==> config.mk <==
export PLATFORM = sky130hd
export DESIGN_NAME = l2cache_req_arbiter
export DESIGN_NICKNAME = d
export VERILOG_FILES = /design/src/rtl/l2cache_req_arbiter.sv
export SDC_FILE = /design/constraint.sdc
export NUM_CORES = 1
export LEC_CHECK = 0
export BUFFER_PORTS_ARGS = -buffer_cell sky130_fd_sc_hd__buf_4
export CAP_MARGIN = 10
export CORE_ASPECT_RATIO = 1.75
export CORE_MARGIN = 5
export CORE_UTILIZATION = 44
export DETAILED_ROUTE_END_ITERATION = 8
export PLACE_DENSITY_LB_ADDON = 0.12
export SETUP_SLACK_MARGIN = 0.3
export SLEW_MARGIN = 15
export SYNTH_ARGS = -nofsm -noshare
export SYNTH_HDL_FRONTEND = slang
export SYNTH_SLANG_ARGS = --single-unit
==> constraint.sdc <==
create_clock -name clk -period 2.1 [get_ports clk]
set_input_delay 0.21 -clock clk [delete_from_list [all_inputs] [get_ports clk]]
set_output_delay 0.21 -clock clk [all_outputs]
set_load 0.05 [all_outputs]
==> src/rtl/l2cache_req_arbiter.sv <==
// l2cache_req_arbiter
//   Front-end arbiter/sequencer for the L2 cache main FSM. Shares the single
//   L2 request port between icache reads, dcache reads/writes (including
//   strongly-ordered) and pipeline cache-maintenance ops. One issue is in
//   flight at a time, and every grant returns through IDLE. An icache request
//   that has been passed over MAX_WAIT times by dcache grants is forced next.
//
// Ports
//   clk, rst                   clock, synchronous active-high reset
//   i_req/i_addr/i_addr_ok     icache read request, held until i_addr_ok
//   d_req/d_we/d_suc/d_addr/
//   d_wdata/d_addr_ok          dcache request, held until d_addr_ok
//   op_req/op_code/op_addr/
//   op_done                    cache-op request, held until op_done pulse
//   l2_from                    00 none, 01 icache rd, 10 dcache rd, 11 dcache wr
//   l2_addr/l2_wdata/l2_suc    request fields latched at grant
//   l2_opflag                  one-cycle op issue pulse
//   l2_opcode/l2_opaddr        op fields latched at grant
//   l2_icache_addr_ok,
//   l2_dcache_addr_ok          L2 accepted the tagged request
//   l2_op_ready                L2 main FSM is idle
//
// Build option
//   L2ARB_PERF_CNT_EN          adds CNT_WIDTH-wide counters cnt_i_grant,
//                              cnt_d_grant, cnt_op and cnt_stall (wrapping).
//
// i_addr_ok, d_addr_ok and op_done follow the L2 handshake in the same cycle,
// so they are decoded from the registered state rather than registered.
module l2cache_req_arbiter #(
  parameter int unsigned ADDR_WIDTH = 32,
  parameter int unsigned DATA_WIDTH = 32,
  parameter int unsigned MAX_WAIT   = 4
`ifdef L2ARB_PERF_CNT_EN
  ,
  parameter int unsigned CNT_WIDTH  = 16
`endif
) (
  input  logic                  clk,
  input  logic                  rst,
  // icache
  input  logic                  i_req,
  input  logic [ADDR_WIDTH-1:0] i_addr,
  output logic                  i_addr_ok,
  // dcache
  input  logic                  d_req,
  input  logic                  d_we,
  input  logic                  d_suc,
  input  logic [ADDR_WIDTH-1:0] d_addr,
  input  logic [DATA_WIDTH-1:0] d_wdata,
  output logic                  d_addr_ok,
  // cache maintenance ops
  input  logic                  op_req,
  input  logic [31:0]           op_code,
  input  logic [ADDR_WIDTH-1:0] op_addr,
  output logic                  op_done,
  // L2 request port
  output logic [1:0]            l2_from,
  output logic [ADDR_WIDTH-1:0] l2_addr,
  output logic [DATA_WIDTH-1:0] l2_wdata,
  output logic                  l2_suc,
  output logic                  l2_opflag,
  output logic [31:0]           l2_opcode,
  output logic [ADDR_WIDTH-1:0] l2_opaddr,
  input  logic                  l2_icache_addr_ok,
  input  logic                  l2_dcache_addr_ok,
  input  logic                  l2_op_ready
`ifdef L2ARB_PERF_CNT_EN
  ,
  output logic [CNT_WIDTH-1:0]  cnt_i_grant,
  output logic [CNT_WIDTH-1:0]  cnt_d_grant,
  output logic [CNT_WIDTH-1:0]  cnt_op,
  output logic [CNT_WIDTH-1:0]  cnt_stall
`endif
);

  localparam int unsigned STARVE_W = $clog2(MAX_WAIT + 1);

  typedef enum logic [2:0] {
    IDLE     = 3'd0,
    ISSUE_I  = 3'd1,
    ISSUE_D  = 3'd2,
    OP_PULSE = 3'd3,
    OP_BUSY  = 3'd4
  } state_t;

  state_t              state;
  logic [STARVE_W-1:0] starve_cnt;
  logic                busy_armed;   // set after the ignored first OP_BUSY cycle

  logic starved;
  logic pick_op;
  logic pick_i;
  logic pick_d;
  logic i_ack;
  logic d_ack;
  logic op_fin;

  // Arbitration in IDLE: ready op, starved icache, dcache, icache.
  assign starved = (starve_cnt == STARVE_W'(MAX_WAIT));
  assign pick_op = op_req && l2_op_ready;
  assign pick_i  = !pick_op && i_req && (starved || !d_req);
  assign pick_d  = !pick_op && !pick_i && d_req;

  // Handshakes only count in the matching state; reset aborts them.
  assign i_ack  = !rst && (state == ISSUE_I) && l2_icache_addr_ok;
  assign d_ack  = !rst && (state == ISSUE_D) && l2_dcache_addr_ok;
  assign op_fin = !rst && (state == OP_BUSY) && busy_armed && l2_op_ready;

  assign i_addr_ok = i_ack;
  assign d_addr_ok = d_ack;
  assign op_done   = op_fin;

  // Sequencer: state, latched request fields and registered L2 strobes.
  always_ff @(posedge clk) begin
    if (rst) begin
      state      <= IDLE;
      starve_cnt <= '0;
      busy_armed <= 1'b0;
      l2_from    <= 2'b00;
      l2_opflag  <= 1'b0;
      l2_addr    <= '0;
      l2_wdata   <= '0;
      l2_suc     <= 1'b0;
      l2_opcode  <= '0;
      l2_opaddr  <= '0;
    end else begin
      l2_opflag <= 1'b0;
      case (state)
        IDLE: begin
          if (pick_op) begin
            state     <= OP_PULSE;
            l2_opflag <= 1'b1;
            l2_opcode <= op_code;
            l2_opaddr <= op_addr;
          end else if (pick_i) begin
            state   <= ISSUE_I;
            l2_from <= 2'b01;
            l2_addr <= i_addr;
            // icache fetches are never strongly ordered
            l2_suc  <= 1'b0;
          end else if (pick_d) begin
            state    <= ISSUE_D;
            l2_from  <= {1'b1, d_we};
            l2_addr  <= d_addr;
            l2_wdata <= d_wdata;
            l2_suc   <= d_suc;
          end
        end

        ISSUE_I: begin
          if (l2_icache_addr_ok) begin
            state      <= IDLE;
            l2_from    <= 2'b00;
            starve_cnt <= '0;
          end
        end

        // No timeout: strongly-ordered writes may be held off indefinitely.
        ISSUE_D: begin
          if (l2_dcache_addr_ok) begin
            state   <= IDLE;
            l2_from <= 2'b00;
            if (i_req && !starved) begin
              starve_cnt <= starve_cnt + STARVE_W'(1);
            end
          end
        end

        OP_PULSE: begin
          state      <= OP_BUSY;
          busy_armed <= 1'b0;
        end

        // l2_op_ready in the first cycle still reflects the pre-op idle.
        OP_BUSY: begin
          busy_armed <= 1'b1;
          if (busy_armed && l2_op_ready) begin
            state      <= IDLE;
            busy_armed <= 1'b0;
          end
        end

        default: begin
          state   <= IDLE;
          l2_from <= 2'b00;
        end
      endcase
    end
  end

`ifdef L2ARB_PERF_CNT_EN
  logic stall;

  assign stall = ((state == ISSUE_I) && !l2_icache_addr_ok) ||
                 ((state == ISSUE_D) && !l2_dcache_addr_ok);

  // Free-running wrap-around event counters.
  always_ff @(posedge clk) begin
    if (rst) begin
      cnt_i_grant <= '0;
      cnt_d_grant <= '0;
      cnt_op      <= '0;
      cnt_stall   <= '0;
    end else begin
      if (i_ack)  cnt_i_grant <= cnt_i_grant + CNT_WIDTH'(1);
      if (d_ack)  cnt_d_grant <= cnt_d_grant + CNT_WIDTH'(1);
      if (op_fin) cnt_op      <= cnt_op + CNT_WIDTH'(1);
      if (stall)  cnt_stall   <= cnt_stall + CNT_WIDTH'(1);
    end
  end
`endif

endmodule

==> impl_metrics.env <==
export IMPL_cts_hold_buf=0
export IMPL_rsz0062_at_grt="no"
export IMPL_fin_skew_ns=0.00827
export IMPL_seq_power_share=0.356
export IMPL_clk_pin_slew_ns=0.06
export IMPL_die_height_um=157
export IMPL_synth_cell_types=40
export IMPL_syn2layout_area_growth_pct=56.9
export IMPL_wire_per_inst_um=15.9
export IMPL_start_util=0.451
export IMPL_hp_class="in -> reg"
export IMPL_synthCells=650
export IMPL_leakage_nw=3.71
export IMPL_antenna_found_initial=0
export IMPL_ys_warnings_count=0
export IMPL_p_sw_w=0.00332
export IMPL_drive_gt1_frac=0.397
export IMPL_crit_required_ns=1.89
export IMPL_cp_arrival_ns=1.51
export IMPL_die_width_um=94.1
export IMPL_yosys_register_bits=139
export IMPL_antenna_cells=0
export IMPL_critPathMaxFanout=14
export IMPL_fin_crit_sh=0.819
export IMPL_slew_headroom=0.522
export IMPL_dr_first_iter_drc_count=212
export IMPL_setup_viol=0
export IMPL_clockBufferDepth=2
export IMPL_worstSkewPairLatency_ns=0.41
export IMPL_synth_edf_count=0
export IMPL_hold_violations=0
export IMPL_die_area_mm2=0.0148
export IMPL_grt_max_degree=67
export IMPL_tns_ns=0
export IMPL_end_kind="primary output"
export IMPL_drtAntennaViolNets=0
export IMPL_syn_cell_area_mm2=0.00545
export IMPL_port_buffer_count=304
export IMPL_maxCapViolCount=0
export IMPL_synth_flop_cell="dfxtp_1"
export IMPL_syn_avg_cell_area_um2=8.38
export IMPL_place_area_mm2=0.00788
export IMPL_cp_start_kind="register"
export IMPL_cts_sinks=139
export IMPL_internal_power_w=0.00557
export IMPL_grt_pass1_wl_mm=27.3
export IMPL_p_clk_frac=0.304
export IMPL_cts_tree="yes"
export IMPL_row_count=53
export IMPL_cts_buffers=17
export IMPL_ys_seq_area_frac=0.511
export IMPL_via_per_inst=5.03
export IMPL_postLayoutCellArea_mm2=0.00855
export IMPL_crit_type="reg -> out"
export IMPL_tightest_slew_ns=0.716
export IMPL_cts_max_level=4
export IMPL_outcome="finished clean"
export IMPL_dp_hpwl_mm=12.8
export IMPL_final_max_slew_violation_count=0
export IMPL_track_usage=0.233
export IMPL_grt_overflow=0
export IMPL_irDropWorstVdd_uv=647
export IMPL_max_freq_ghz=0.582
export IMPL_syn_nets=822
export IMPL_nNetsFinal=1112
export IMPL_async_flop_share=0
export IMPL_powerDensity_mw_per_mm2=1040
export IMPL_cts_root_buf="clkbuf_16"
export IMPL_fin_crit_ns=1.72
export IMPL_vias=5628
export IMPL_first_pass_iters=4
export IMPL_gp_congestion=0.843
export IMPL_io_pins=305
export IMPL_route_detailed_drc=0
export IMPL_switching_share=0.373
export IMPL_design_core_area_mm2=0.0121
export IMPL_wirelength_mm=17.8
export IMPL_power_frac_comb=0.340
export IMPL_grt_pass1_vias=5728
==> cells in the final DEF, fill, tap and decap left out, types with 3 or more instances in the layout <==
cell / instances
mux2i_1: 33
buf_12: 6
inv_6: 3
a21oi_1: 103
dfxtp_1: 136
clkbuf_16: 18
nor2_1: 41
inv_1: 4
nand2b_1: 5
a211oi_1: 23
nand2_1: 197
o21ai_0: 3
clkinvlp_4: 5
a211oi_2: 10
buf_6: 3
buf_4: 310
==> routing by layer <==
metal | GRT usage | up-vias | share of wire
met3 | 0.0818 | 42 | 0.090
met5 | 0 | - | 0
li1 | - | 2763 | -
met1 | 0.240 | 2571 | 0.34
met4 | 0.109 | 0 | 0.036
met2 | 0.417 | 252 | 0.53
==> worst paths after layout <==
| path | startpoint | end | slack [ns] | cells past startpoint |
|---|---|---|---|---|
| min | op_addr[15] | l2_opaddr[15] | 0.04 | 3 |
| max reg2reg | starve_cnt[1] | l2_addr[16] | 0.39 | 8 |
| max | state[0] | d_addr_ok | 0.38 | 3 |
| min reg2reg | l2_opcode[25] | l2_opcode[25] | 0.46 | 2 |
==> state kept, by name, indices dropped and copies added, names as in the netlist <==
signal / count
l2_wdata: 32
l2_opaddr: 32
busy_armed: 1
starve_cnt: 3
l2_addr: 32
state: 3
l2_suc: 1
l2_opcode: 32
l2_opflag: 1
l2_from: 2
==> power groups by stage <==
stage / combinational, W / clock, W / sequential [W]
6_report: 0.00303 / 0.00270 / 0.00317
3_5_place_dp: 0.00297 / 0 / 0.00321
2_1_floorplan: 0.000934 / 0 / 0.00424
5_1_grt: 0.00322 / 0.00289 / 0.00321
4_1_cts: 0.00300 / 0.00276 / 0.00316
3_3_place_gp: 0.00292 / 0 / 0.00320
==> metrics by stage <==
stage	power (W)	std cells	hold WS, ns	worst slack, ns	util
final	0.00889	1118	0.0420	0.380	0.708
after global routing	0.00932	1118	0.0350	0.290	0.708
after floorplan	0.00518	650	0.346	0.398	-
after detailed placement	0.00618	1079	0.447	0.275	0.653
after global placement	0.00612	1079	0.442	0.346	0.653
after CTS	0.00892	1115	0.0270	0.302	0.705
==> synth_stat cells (all sizes together) (2+ instances only) <==
cell type / instances / area share
or2: 2 / 0.0023
nand2b: 5 / 0.0057
nor4: 2 / 0.0023
nor3: 5 / 0.0055
a211oi: 34 / 0.057
nand3b: 2 / 0.0028
ha: 2 / 0.0046
or3: 2 / 0.0032
o31ai: 2 / 0.0028
nand2: 199 / 0.14
a21oi: 103 / 0.095
nand3: 2 / 0.0018
o21ai: 3 / 0.0028
nor4b: 2 / 0.0032
and3b: 2 / 0.0032
nor2: 42 / 0.029
buf: 22 / 0.027
clkbuf: 29 / 0.020
dfxtp: 139 / 0.51
mux2i: 33 / 0.061
inv: 4 / 0.0028
nor3b: 2 / 0.0028
==> repair_timing <==
item	CTS	global route
buffers inserted	2	2
endpoints found under the setup margin	18	41
gates resized for setup	7	4
cloned	2	1
pin swaps	0	2
==> critical path: stages, from the launching register on <==
cell,delay [ns]
dfxtp_2,0.39
and3b_1,0.31
nor3b_2,0.18
buf_4,0.22
==> cells by family after synthesis <==
logic type | synth area share
fa+ha+maj | 0.00459
flops | 0.511
mux | 0.0606
compound gates | 0.170
simple gates | 0.204
buf+inv | 0.0501
==> layout make-up <==
cell class / count / area, um2
flip-flops and latches: 139 / 2790
multi-input cells: 456 / 2440
clock inverters: 12 / 91.3
clock buffers: 20 / 447
inverters: 4 / 15.0
repair buffers: 322 / 2560
fillers: 974 / 3520
well taps: 165 / 206
Power figures use the tool's default switching activity.
